## config.mk

```make
export PLATFORM = sky130hd
export DESIGN_NAME = bcd_timer
export DESIGN_NICKNAME = d
export VERILOG_FILES = /design/src/rtl/bcd_timer.sv
export SDC_FILE = /design/constraint.sdc
export NUM_CORES = 1
export LEC_CHECK = 0
export ABC_AREA = 0
export CORE_ASPECT_RATIO = 0.75
export CORE_MARGIN = 1
export CORE_UTILIZATION = 50
export CTS_CLUSTER_SIZE = 16
export DETAILED_ROUTE_END_ITERATION = 8
export PLACE_DENSITY = 0.69
export SLEW_MARGIN = 20
export SYNTH_ARGS = -nofsm -noshare
export SYNTH_HDL_FRONTEND = slang
export SYNTH_HIERARCHICAL = 1
export SYNTH_SLANG_ARGS = --single-unit
```

## constraint.sdc

```tcl
create_clock -name clk -period 5.6 [get_ports clk]
set_input_delay 0.56 -clock clk [delete_from_list [all_inputs] [get_ports clk]]
set_output_delay 0.56 -clock clk [all_outputs]
set_load 0.02 [all_outputs]
```

## src/rtl/bcd_timer.sv

```systemverilog
// rtl/bcd_timer.sv - parametrised BCD interval timer with seven-segment decode
//
// seg7_decoder : one BCD digit to active-high gfedcba segments (blank above 9)
//    digit  in  4  BCD digit
//    seg    out 7  segment pattern, bit 0 = a .. bit 6 = g
//
// bcd_timer : up/down BCD interval timer with pause, runtime preset and time-out flags
//    clk       in  1         system clock, rising edge
//    reset     in  1         asynchronous active-low reset
//    start     in  1         pulse: begin (or restart) a run from the preset
//    pause     in  1         level: hold the run while high
//    load      in  1         pulse: capture clamped load_bcd as preset, go idle
//    load_bcd  in  4*DIGITS  new preset, digit 0 in the LSBs
//    up_mode   in  1         direction, sampled on start (1 = count up to preset)
//    bcd       out 4*DIGITS  current count
//    hex       out 7*DIGITS  per-digit segment patterns, digit i at [7i+6:7i]
//    running   out 1         high while counting
//    time_out  out 1         high once the terminal value is reached
//    expired   out 1         one-cycle pulse on reaching the terminal value
//    tick      out 1         one-cycle pulse on each count-update edge

module seg7_decoder (
   input  logic [3:0] digit,
   output logic [6:0] seg
);
   always_comb begin
      seg = 7'h00;
      case (digit)
         4'd0: seg = 7'h3f;
         4'd1: seg = 7'h06;
         4'd2: seg = 7'h5b;
         4'd3: seg = 7'h4f;
         4'd4: seg = 7'h66;
         4'd5: seg = 7'h6d;
         4'd6: seg = 7'h7d;
         4'd7: seg = 7'h07;
         4'd8: seg = 7'h7f;
         4'd9: seg = 7'h6f;
         default: seg = 7'h00;
      endcase
   end
endmodule

module bcd_timer #(
   parameter int                CLK_HZ    = 50_000_000,
   parameter int                TICK_HZ   = 1,
   parameter int                DIGITS    = 2,
   parameter logic [4*DIGITS-1:0] START_BCD = 'h60
) (
   input  logic                clk,
   input  logic                reset,
   input  logic                start,
   input  logic                pause,
   input  logic                load,
   input  logic [4*DIGITS-1:0] load_bcd,
   input  logic                up_mode,
   output logic [4*DIGITS-1:0] bcd,
   output logic [7*DIGITS-1:0] hex,
   output logic                running,
   output logic                time_out,
   output logic                expired,
   output logic                tick
);
   localparam int DIV = CLK_HZ / TICK_HZ;
   localparam int DW  = (DIV > 1) ? $clog2(DIV) : 1;
   localparam int W   = 4 * DIGITS;

   typedef enum logic [1:0] {S_IDLE, S_RUN, S_PAUSED, S_DONE} state_t;

   state_t          state_q, state_d;
   logic [W-1:0]    p_q, p_d, c_q, c_d;
   logic            m_q, m_d, exp_q, exp_d;
   logic [DW-1:0]   d_q, d_d;
   logic [W-1:0]    c_step, term, load_clamped;
   logic            div_wrap;

   // Ripple one BCD step through the digits; carry/borrow continues only
   // while digits wrap (9->0 going up, 0->9 going down).
   function automatic logic [W-1:0] bcd_step(input logic [W-1:0] v, input logic up);
      logic [W-1:0] r;
      logic         cy;
      logic [3:0]   nib;
      r  = v;
      cy = 1'b1;
      for (int i = 0; i < DIGITS; i++) begin
         nib = v[4*i +: 4];
         if (cy) begin
            if (up) begin
               if (nib == 4'd9) nib = 4'd0;
               else begin nib = nib + 4'd1; cy = 1'b0; end
            end else begin
               if (nib == 4'd0) nib = 4'd9;
               else begin nib = nib - 4'd1; cy = 1'b0; end
            end
         end
         r[4*i +: 4] = nib;
      end
      return r;
   endfunction

   function automatic logic [W-1:0] bcd_clamp(input logic [W-1:0] v);
      logic [W-1:0] r;
      r = v;
      for (int i = 0; i < DIGITS; i++)
         if (v[4*i +: 4] > 4'd9) r[4*i +: 4] = 4'd9;
      return r;
   endfunction

   assign c_step       = bcd_step(c_q, m_q);
   assign term         = m_q ? p_q : '0;
   assign load_clamped = bcd_clamp(load_bcd);
   assign div_wrap     = (d_q == DW'(DIV - 1));

   always_ff @(posedge clk or negedge reset) begin
      if (!reset) begin
         state_q <= S_IDLE;
         p_q     <= START_BCD;
         c_q     <= START_BCD;
         m_q     <= 1'b0;
         d_q     <= '0;
         exp_q   <= 1'b0;
      end else begin
         state_q <= state_d;
         p_q     <= p_d;
         c_q     <= c_d;
         m_q     <= m_d;
         d_q     <= d_d;
         exp_q   <= exp_d;
      end
   end

   always_comb begin
      state_d = state_q;
      p_d     = p_q;
      c_d     = c_q;
      m_d     = m_q;
      d_d     = d_q;
      exp_d   = 1'b0;
      if (load) begin
         p_d     = load_clamped;
         c_d     = load_clamped;
         d_d     = '0;
         state_d = S_IDLE;
      end else if (start) begin
         m_d = up_mode;
         c_d = up_mode ? '0 : p_q;
         d_d = '0;
         // A zero preset is already terminal in either direction.
         if (p_q == '0) begin
            state_d = S_DONE;
            exp_d   = 1'b1;
         end else begin
            state_d = S_RUN;
         end
      end else begin
         case (state_q)
            S_RUN: begin
               if (pause) begin
                  state_d = S_PAUSED;
               end else if (div_wrap) begin
                  d_d = '0;
                  c_d = c_step;
                  if (c_step == term) begin
                     state_d = S_DONE;
                     exp_d   = 1'b1;
                  end
               end else begin
                  d_d = d_q + DW'(1);
               end
            end
            S_PAUSED: if (!pause) state_d = S_RUN;
            default: ;
         endcase
      end
   end

   // tick marks the edge that actually steps the count, so any input that
   // overrides the step this cycle suppresses it.
   assign tick     = (state_q == S_RUN) && div_wrap && !load && !start && !pause;
   assign running  = (state_q == S_RUN);
   assign time_out = (state_q == S_DONE);
   assign expired  = exp_q;
   assign bcd      = c_q;

   for (genvar g = 0; g < DIGITS; g++) begin : g_seg
      seg7_decoder u_seg (
         .digit (c_q[4*g +: 4]),
         .seg   (hex[7*g +: 7])
      );
   end
endmodule

```

# Yosys cells after proc, flatten, opt, wreduce, memory -nomap -nowiden
# Memories as Yosys holds them, arrays and structs flattened.
# Cells that the tools add are included.
# Widths: inputs -> output; s select.
[word_totals]
word_cells = 83
romBits = 224
ff_bits = 46
n_memories = 2
[mem_list]
columns = ["name", "depth", "word_bits", "read_ports", "rd_ports_with_merged_regs", "write_ports", "line_no", "source"]
rows = [
  ["(name not given)", 16, 7, 1, 0, 0, "28", "case (digit)"],
  ["(name not given)", 16, 7, 1, 0, 0, "28", ""],
]
[classes]
bitwise_logic = 1
magnitude_cmp = 2
eq_ne = 11
reduce_logical = 17
addsub = 5
n_mux = 39
[ops]
columns = ["operator", "count"]
rows = [
  ["$mux 26", 5],
  ["$mux 8", 7],
  ["$mux 4", 9],
  ["$add 26x1->26 const B", 1],
  ["$eq 26x26->1 const B", 1],
  ["$mux 2", 7],
  ["$mux 1", 10],
  ["$ne 5x4->1 const B", 2],
  ["$add 4x1->4 const B", 2],
  ["$eq 4x4->1 const B", 2],
  ["$eq 8x8->1", 1],
  ["$gt 4x4->1 const B", 2],
  ["$logic_not 4->1", 2],
  ["$logic_not 8->1", 1],
  ["$sub 4x1->4 const B", 2],
  ["$reduce_bool 3->1", 2],
  ["$eq 2x2->1 const B", 2],
  ["$logic_and 1x1->1", 4],
  ["$ne 4x4->1 const B", 1],
  ["$pmux 2 s2", 1],
  ["$reduce_and 2->1", 2],
  ["$reduce_and 4->1", 1],
  ["$reduce_bool 4->1", 1],
  ["$logic_not 1->1", 3],
  ["4 further kinds", 4],
]

# Longest topological paths before layout
# Gate-level depths: netlist of run 1.
[depth]
word_depth = 11
ltp_mapped = 10
ltp_nobuf = 9

# Cells and area by module
# Netlist of run 1, hierarchy kept.
[by_module_without_submodules]
columns = ["module", "instances", "area_per_inst_um2", "cells_per_inst", "seq_area_each_um2"]
rows = [
  ["bcd_timer", 1, 3390.8, 408, 1156.1],
  ["seg7_decoder (g_seg[0].u_seg)", 1, 220.2, 28, 0.0],
  ["seg7_decoder (g_seg[1].u_seg)", 1, 201.4, 26, 0.0],
]

# Worst setup path after synthesis of run 1
# No wires, ideal clock.
[synth_path]
path_kind = "register to register"
start = "register c_q[1] (netlist: bcd[1])"
end = "register state_q[1]"
path_buffers = 2
setup_ps = 125
arrival_time_ps = 2466
path_stages_with_launch = 11
required_time_ps = 5475
period_less_slack_ps = 2591
path_slack_ps = 3009
path_cell_list = "dfrtp_1 > buf_4 > buf_4 > nor2_1 > a2111o_1 > o221a_2 > a2111oi_2 > nand4_1 > o21bai_2 > o21ai_2 > mux2_4"
[synth_via]
elab_chain_cells = 7
[synth_lines]
columns = ["item", "line_no", "source"]
rows = [
  ["start: declaration", "71", "logic [W-1:0] p_q, p_d, c_q, c_d;"],
  ["start signal: assignment", "118", "c_q <= START_BCD;"],
  ["start signal: assignment", "125", "c_q <= c_d;"],
  ["branches (longest 4 deep; another with $sub 4x1->4)", "n/a", ""],
  ["$eq 8x8->1 (*)", "163", "if (c_step == term) begin"],
  ["$ne 5x4->1 (no line) (*)", "n/a", ""],
  ["$reduce_and 4->1 (no line) (*)", "n/a", ""],
  ["end signal: assignment", "123", "state_q <= state_d;"],
  ["end: declaration", "70", "state_t state_q, state_d;"],
]
# Every way passes the cells marked *.
# A chain may end at the register's enable or synchronous reset.

# Worst setup path after layout of run 1
[layout_path]
start = "input load"
end = "output tick"
[layout_via]
elab_chain_cells = 4
[layout_lines]
columns = ["item", "line_no", "source"]
rows = [
  ["start: declaration", "54", "input logic load,"],
  ["$logic_not 1->1", "179", "assign tick = (state_q == S_RUN) && div_wrap && !load && !start && !pause;"],
  ["$logic_and 1x1->1 (3 in a row)", "179", ""],
  ["end: declaration", "62", "output logic tick"],
]
# No other way between the ends.

==> impl_metrics.ini, run 1 <==
[status]
status = finished, final reports clean

[timing]
hold_ws_ns = 0.245
finalMaxSlewViolations = 0
fin_crit_sh = 0.608
fin_setup_tns_ns = 0
setup_violations = 0
layout_min_cycle_time_ns = 3.41
hold_viol_final = 0
tightest_slew_ns = 0.973
max_freq_mhz = 294
layout_setup_ws_ns = 2.19
rsz0062_at_grt = no
relSlewSlack = 0.351
skew_ns = 0.00860

[global_route]
grtUsageMet2 = 0.356
grt_pass1_wl_um = 16000
busiest_layer = met1
grt_util_met1 = 0.410
grt_use_met3 = 0.0351
antenna_found_initial = 0
grt_pass1_vias = 3188
track_usage = 0.254
grt_remaining_overflow = 0
grt_max_degree = 47

[power_and_ir_drop]
vdd_ir_drop_max_uv = 169
p_leak_nw = 1.68
p_per_area_mw_per_mm2 = 261

[drt]
firstDrtPassIters = 5
drt_iter0_drc = 291
num_vias = 3595
wl_um = 9650
routedWlPerCell_um = 16.4
viasPerCell = 6.12
antenna_left = 0
drc = 0

[die]
rows = 27
die_h_um = 77.6
ios = 40
die_x_um = 103
die_area_mm2 = 0.00798
coreArea_mm2 = 0.00736
start_util = 0.518

[logic_synthesis]
synth-seq-cells = 46
ys.warnings.count = 6
synth_cells = 462
synth-edff-count = 0
synthFlopType = dfrtp_1
synthArstFlopShare = 1.00
ys_types = 81
netlist_area_mm2 = 0.00381
synth_nets = 492
syn_avg_cell_area_um2 = 8.25
synth_seq_area_share = 0.303

[cells_and_area]
final_area_mm2 = 0.00429
drive_above_1_share = 0.0947
nNetsFinal = 515
area_growth_pct = 12.5
num_antenna_cells = 0

[worst_setup_path]
critPathKind = in2out
arrival_ns = 2.85
cpLargestDelayFamily = buffers and inverters
critPathCaptureType = output port
worst_setup_path_start_kind = input pin
critPathBufInv = 2
cpPeakStageDelay_ns = 0.76
path_cells = clkdlybuf4s50_1 -> nor2_1 -> nand2_1 -> nor2_1 -> clkdlybuf4s50_1
path_max_fanout = 24
worstPathRequired_ns = 5.04
rrSetupSlack_ns = 2.34
worst_path_max_delay_cell = clkdlybuf4s50_1

[cts]
cts_tree = built
root_buffer = clkbuf_8
path_clk_slew_ns = 0.09
cts_resized = 0
cts_buffers = 5
clock_sinks = 46
cts_buffer_depth = 2
clkLatencyLatePin_ns = 0.30
ctsHtreeMaxLevel = 2
cts_setup_buffers = 0
hold_buffers = 0

[placed_design]
port_buffers = 39
dpl_cell_area_mm2 = 0.00419
hpwl_um = 6860
dp_slack_ns = 2.22
globalplace.congestion = 0.924

[min_path]
hp-class = in2async

[run]
drv_cap = 0
## per-layer routing
metal | vias to the layer above | part of all wire
met1 | 1706 | 0.52
met4 | 0 | 0.0059
li1 | 1743 | -
met2 | 139 | 0.41
met5 | - | 0
met3 | 7 | 0.061
## cell usage after synthesis, types with 4 or more instances
master | count | area, um^2
a21oi_1 | 19 | 95.1
a31oi_1 | 6 | 37.5
and2_1 | 6 | 37.5
and3_1 | 8 | 50.1
and4_1 | 4 | 35.0
buf_2 | 8 | 40.0
buf_6 | 4 | 45.0
clkbuf_1 | 10 | 37.5
dfrtp_1 | 42 | 1050
dfstp_2 | 4 | 105
ha_1 | 16 | 200
inv_1 | 24 | 90.1
nand2_1 | 46 | 173
nand3_1 | 9 | 45.0
nand4_1 | 10 | 62.6
nand4b_1 | 4 | 35.0
nor2_1 | 37 | 139
nor2b_1 | 10 | 62.6
nor3_1 | 9 | 45.0
nor4_1 | 4 | 25.0
o21ai_0 | 56 | 280
o22ai_1 | 8 | 50.1
or3_1 | 7 | 43.8
xnor2_1 | 6 | 52.6
xor2_1 | 11 | 96.3
## worst paths after layout
check                                         endpoint               start  depth (start not counted)
worst max-delay path                              tick                load                          5
worst min-delay path               d_q[23]$_DFFE_PN0P_               reset                          1
worst max register to register  state_q[1]$_DFFE_PN0P_  bcd[3]$_DFFE_PN0P_                          8
worst min register to register      p_q[5]$_DFFE_PN1P_  p_q[5]$_DFFE_PN1P_                          2
max in group asynchronous              m_q$_DFFE_PN0P_               reset                          1
min in group clk                    p_q[5]$_DFFE_PN1P_  p_q[5]$_DFFE_PN1P_                          2
## final cells by class
cell class	count	area, um^2
inverters	26	97.6
flip-flops and latches	46	1160
multi-input cells	365	2410
clock buffers	7	86.3
fillers	712	3080
repair buffers	41	403
clock inverters	1	5.00
well taps	101	126
## sequential cells by signal (all words and copies together) (netlist names)
register	flops
d_q	26
bcd	8
p_q	8
state_q	2
expired	1
m_q	1
## cells by family (layout without fill, tap and decap cells)
kind of cell               count (synthesis)  after routing  synth area share
muxes                                      6              6            0.0177
xor gates and xnor gates                  17             17            0.0391
buffers and inverters                     51             75            0.0637
AOI/OAI and AO/OA                        142            142             0.256
and+or+nand+nor                          184            184             0.268
adders and majority gates                 16             16            0.0525
DFF                                       46             46             0.303
## power by group
part,internal [W],total [W],switching (W)
Sequential,0.000353,0.000433,0.0000800
Clock,0.0000999,0.000214,0.000114
Combinational,0.000218,0.000474,0.000256
## metrics by stage
step                utilization  std cells  power [W]
floorplan                     -        462   0.000754
global placement          0.569        579   0.000899
detailed placement        0.569        579   0.000906
CTS                       0.582        587    0.00112
global route              0.582        587    0.00119
finish                    0.582        587    0.00112
## placed cells by master, fill, tap and decap left out, drive strengths merged, types with 4 or more instances in the layout
cell and count:
nand2 46, o21ai 61, nor2b 11, nand4 10
xnor2 6, and2 6, inv 26, dfrtp 42
and4 4, xor2 11, o22ai 9, nor4 6
a2111oi 6, clkbuf 7, nand4b 4, a21oi 20
dfstp 4, or2 4, or3 7, nor2 38
clkdlybuf4s50 38, and3 8, nand3 9, nor3 10
a31oi 6, nand2b 4, ha 16
(Power assumes the default switching activity.)
==> run 2: changes to the inputs <==
--- a/config.mk
+++ b/config.mk
@@ -11,7 +11,7 @@
 export CORE_UTILIZATION = 50
 export CTS_CLUSTER_SIZE = 16
 export DETAILED_ROUTE_END_ITERATION = 8
-export PLACE_DENSITY = 0.69
+export PLACE_DENSITY = 0.72
 export SLEW_MARGIN = 20
 export SYNTH_ARGS = -nofsm -noshare
 export SYNTH_HDL_FRONTEND = slang
==> constraint.sdc (replaced) <==
create_clock -name clk -period 3.1 [get_ports clk]
set_input_delay 0.31 -clock clk [delete_from_list [all_inputs] [get_ports clk]]
set_output_delay 0.31 -clock clk [all_outputs]
set_load 0.02 [all_outputs]
==> impl_metrics.ini, run 2 (synthesis results as in run 1) <==
[min_path]
hp-class = in2async

[cells_and_area]
final_util = 0.603
drive_above_1_share = 0.123
largest_register = d_q
nNetsFinal = 532
area_growth_pct = 16.5
largest_reg_flops = 26
layout_commonest_cell = o21ai_0
num_antenna_cells = 0
final_cell_mix = o21ai_0, nand2_1, dfrtp_1

[power_and_ir_drop]
p_int_w = 0.00133
power_frac_seq = 0.337
power_switching_w = 0.000844
p_leak_nw = 1.77
clockPowerShare = 0.221
vdd_ir_drop_max_uv = 312
p_per_area_mw_per_mm2 = 490
power_w = 0.00217
power_frac_comb = 0.442
netSwitchingFraction = 0.388

[cts]
cts_buffer_depth = 2
hold_buffers = 0
clkLatencyLatePin_ns = 0.31
path_clk_slew_ns = 0.09
cts_tree = built
cts_setup_buffers = 0
ctsHtreeMaxLevel = 2
clock_sinks = 46
cts_buffers = 5
root_buffer = clkbuf_8
cts_resized = 0

[global_route]
antenna_found_initial = 0
grt_remaining_overflow = 0
track_usage = 0.264
grt_pass1_wl_um = 16400
grt_max_degree = 47
grt_pass1_vias = 3254

[drt]
antenna_left = 0
firstDrtPassIters = 6
drt_iter0_drc = 276
viasPerCell = 6.08
routedWlPerCell_um = 16.8
wl_um = 10200
drc = 0
num_vias = 3673

[timing]
max_freq_mhz = 338
layout_setup_ws_ns = 0.144
fin_crit_sh = 0.954
tightest_slew_ns = 0.716
fin_setup_tns_ns = 0
hold_viol_final = 13
finalMaxSlewViolations = 0
setup_violations = 0
layout_min_cycle_time_ns = 2.96
rsz0062_at_grt = no
hold_ws_ns = -0.0141
skew_ns = 0.00886
relSlewSlack = 0.519

[run]
drv_cap = 0

[worst_setup_path]
critPathKind = reg2out
worst_setup_path_start_kind = register
rr_startpoint = bcd[5]$_DFFE_PN1P_
arrival_ns = 2.65
worstRegToRegCells = 8
rr_endpoint = state_q[1]$_DFFE_PN0P_
critPathCaptureType = output port
rrSetupSlack_ns = 0.33
worstPathRequired_ns = 2.79
path_max_fanout = 5

[die]
die_x_um = 103
start_util = 0.518
die_area_mm2 = 0.00798
coreArea_mm2 = 0.00736
die_h_um = 77.6
ios = 40
rows = 27

[placed_design]
hpwl_um = 7580
dp_slack_ns = 0.359
port_buffers = 39
globalplace.congestion = 0.917

[status]
violations = hold timing
status = complete, but fails checks
[run 2: power groups by stage]
stage,combinational [W],clock (W),sequential [W]
3_3_place_gp,0.000935,0,0.000739
5_1_grt,0.00105,0.000508,0.000742
6_report,0.000961,0.000480,0.000733
4_1_cts,0.000955,0.000486,0.000730
2_1_floorplan,0.000639,0,0.000724
3_5_place_dp,0.000949,0,0.000741
[run 2: layout make-up]
type                       instances  area (um^2)
clock inverter                     1         30.0
inverter                          26         97.6
multi-input combinational        365         2410
fill                             694         2920
clock buffer                       7         86.3
tap                              101          126
timing repair buffer              58          531
sequential                        46         1160
[run 2: metal layers]
metal	share of wire	GRT usage
met1	0.53	0.422
met2	0.40	0.363
met3	0.062	0.0505
met4	0.0088	0.0493
met5	0	0
[run 2: worst max-delay path by stage]
stage,startpoint,end,slack (ns),cells past startpoint
after floorplan,bcd[1]$_DFFE_PN0P_,state_q[1]$_DFFE_PN0P_,0.51,10
after global placement,bcd[5]$_DFFE_PN1P_,state_q[1]$_DFFE_PN0P_,0.37,8
after detailed placement,bcd[5]$_DFFE_PN1P_,state_q[1]$_DFFE_PN0P_,0.36,8
after CTS,d_q[0]$_DFFE_PN0P_,tick,0.11,6
after global routing,d_q[0]$_DFFE_PN0P_,tick,0.004,6
final,d_q[0]$_DFFE_PN0P_,tick,0.14,6
[run 2: per-stage QoR]
| stage | cells | cell area, um^2 |
|---|---|---|
| 2_1_floorplan | 462 | 3810 |
| 3_3_place_gp | 596 | 4320 |
| 3_5_place_dp | 596 | 4320 |
| 4_1_cts | 604 | 4440 |
| 5_1_grt | 604 | 4440 |
| 6_report | 604 | 4440 |
[run 2: critical path: stages (launching register included)]
cell             delay, ns
dfrtp_1               0.38
ha_1                  0.21
nand4_1               0.15
or2_2                 0.35
or3_1                 0.47
nor2_1                0.16
clkdlybuf4s50_1       0.61
==> run 3: changes to the inputs <==
--- a/config.mk
+++ b/config.mk
@@ -12,7 +12,6 @@
 export CTS_CLUSTER_SIZE = 16
 export DETAILED_ROUTE_END_ITERATION = 8
 export PLACE_DENSITY = 0.72
-export SLEW_MARGIN = 20
 export SYNTH_ARGS = -nofsm -noshare
 export SYNTH_HDL_FRONTEND = slang
 export SYNTH_HIERARCHICAL = 1
==> impl_metrics.ini, run 3 (synthesis results as in run 1) <==
[cells_and_area]
final_util = 0.603
fill_cells = 695
layout_commonest_cell = o21ai_0
nNetsFinal = 532
largest_register = d_q
drive_above_1_share = 0.123
final_cell_mix = o21ai_0, nand2_1, dfrtp_1
area_growth_pct = 16.4
num_antenna_cells = 0
largest_reg_flops = 26

[drt]
viasPerCell = 6.08
wl_um = 10200
routedWlPerCell_um = 16.8
antenna_left = 0
num_vias = 3675
drc = 0
firstDrtPassIters = 6
drt_iter0_drc = 276

[cts]
clkLatencyLatePin_ns = 0.31
cts_tree = built
clock_sinks = 46
hold_buffers = 0
ctsHtreeMaxLevel = 2
cts_setup_buffers = 0
root_buffer = clkbuf_8
path_clk_slew_ns = 0.09
cts_buffer_depth = 2
cts_buffers = 5
cts_resized = 0

[timing]
finalMaxSlewViolations = 0
hold_viol_final = 0
fin_crit_sh = 0.956
layout_min_cycle_time_ns = 2.96
setup_violations = 0
hold_ws_ns = 0.166
skew_ns = 0.00863
max_freq_mhz = 337
fin_setup_tns_ns = 0
tightest_slew_ns = 1.02
rsz0062_at_grt = no
relSlewSlack = 0.318
layout_setup_ws_ns = 0.136

[die]
coreArea_mm2 = 0.00736
die_x_um = 103
ios = 40
die_area_mm2 = 0.00798
start_util = 0.518
rows = 27
die_h_um = 77.6

[power_and_ir_drop]
p_leak_nw = 1.77
power_w = 0.00217
p_per_area_mw_per_mm2 = 489
vdd_ir_drop_max_uv = 312

[status]
status = finished, final reports clean

[placed_design]
globalplace.congestion = 0.917
dp_slack_ns = 0.359
port_buffers = 39
hpwl_um = 7580

[worst_setup_path]
critPathCaptureType = output port
arrival_ns = 2.65
critPathBufInv = 1
critPathKind = reg2out
cpPeakStageDelay_ns = 0.61
worst_setup_path_start_kind = register
worstSetupPathDepth = 6
path_cells = ha_1 -> nand4_1 -> or2_2 -> or3_1 -> nor2_1 -> clkdlybuf4s50_1
worstRegToRegCells = 8
worstPathRequired_ns = 2.79
cpLargestDelayFamily = simple AND/OR/NAND/NOR gates
worst_path_max_delay_cell = clkdlybuf4s50_1
path_max_fanout = 5

[global_route]
track_usage = 0.264
grt_max_degree = 47
grt_remaining_overflow = 0
antenna_found_initial = 0
grt_pass1_wl_um = 16400
grt_pass1_vias = 3254

[run]
drv_cap = 0

[min_path]
hp-class = in2async
run 3: path summary, 6_finish.rpt:
check	start	end	slack, ns
worst max-delay path	d_q[0]$_DFFE_PN0P_	tick	0.14
worst min-delay path	reset	d_q[1]$_DFFE_PN0P_	0.17
worst max register to register	d_q[0]$_DFFE_PN0P_	bcd[1]$_DFFE_PN0P_	0.32
worst min register to register	d_q[23]$_DFFE_PN0P_	d_q[23]$_DFFE_PN0P_	0.51
max in group asynchronous	reset	state_q[0]$_DFFE_PN0P_	2.29
min in group clk	d_q[23]$_DFFE_PN0P_	d_q[23]$_DFFE_PN0P_	0.51
run 3: area by class of cell:
cell class                      count  area (um^2)  area share
Multi-Input combinational cell    365         2410       0.544
Sequential cell                    46         1160       0.261
Timing Repair Buffer               58          528       0.119
Tap cell                          101          126      0.0285
Inverter                           26         97.6      0.0220
Clock buffer                        7         86.3      0.0195
Clock inverter                      1         30.0     0.00677
run 3: power breakdown:
| group | switching [W] | internal [W] | total [W] |
|---|---|---|---|
| sequential | 0.0000950 | 0.000638 | 0.000733 |
| clock | 0.000215 | 0.000263 | 0.000478 |
| combinational | 0.000532 | 0.000429 | 0.000960 |
| total | 0.000842 | 0.00133 | 0.00217 |
run 3: worst register-to-register path, stage by stage, from the launching register on:
cell     delay [ns]
dfrtp_1        0.38
ha_1           0.22
nand4_1        0.16
or2_2          0.35
or3_1          0.47
a21oi_1        0.54
buf_4          0.35
nor2_1         0.07
a21oi_1        0.16
run 3: metal layers:
layer | GRT usage | routed length, um
met1 | 0.422 | 5360
met2 | 0.363 | 4090
met3 | 0.0505 | 624
met4 | 0.0493 | 89
met5 | 0 | 0
run 3: per-stage QoR:
step                      area [um^2]  std cells
after floorplan                  3810        462
after global placement           4320        596
after detailed placement         4320        596
after CTS                        4440        604
after global routing             4440        604
final                            4440        604
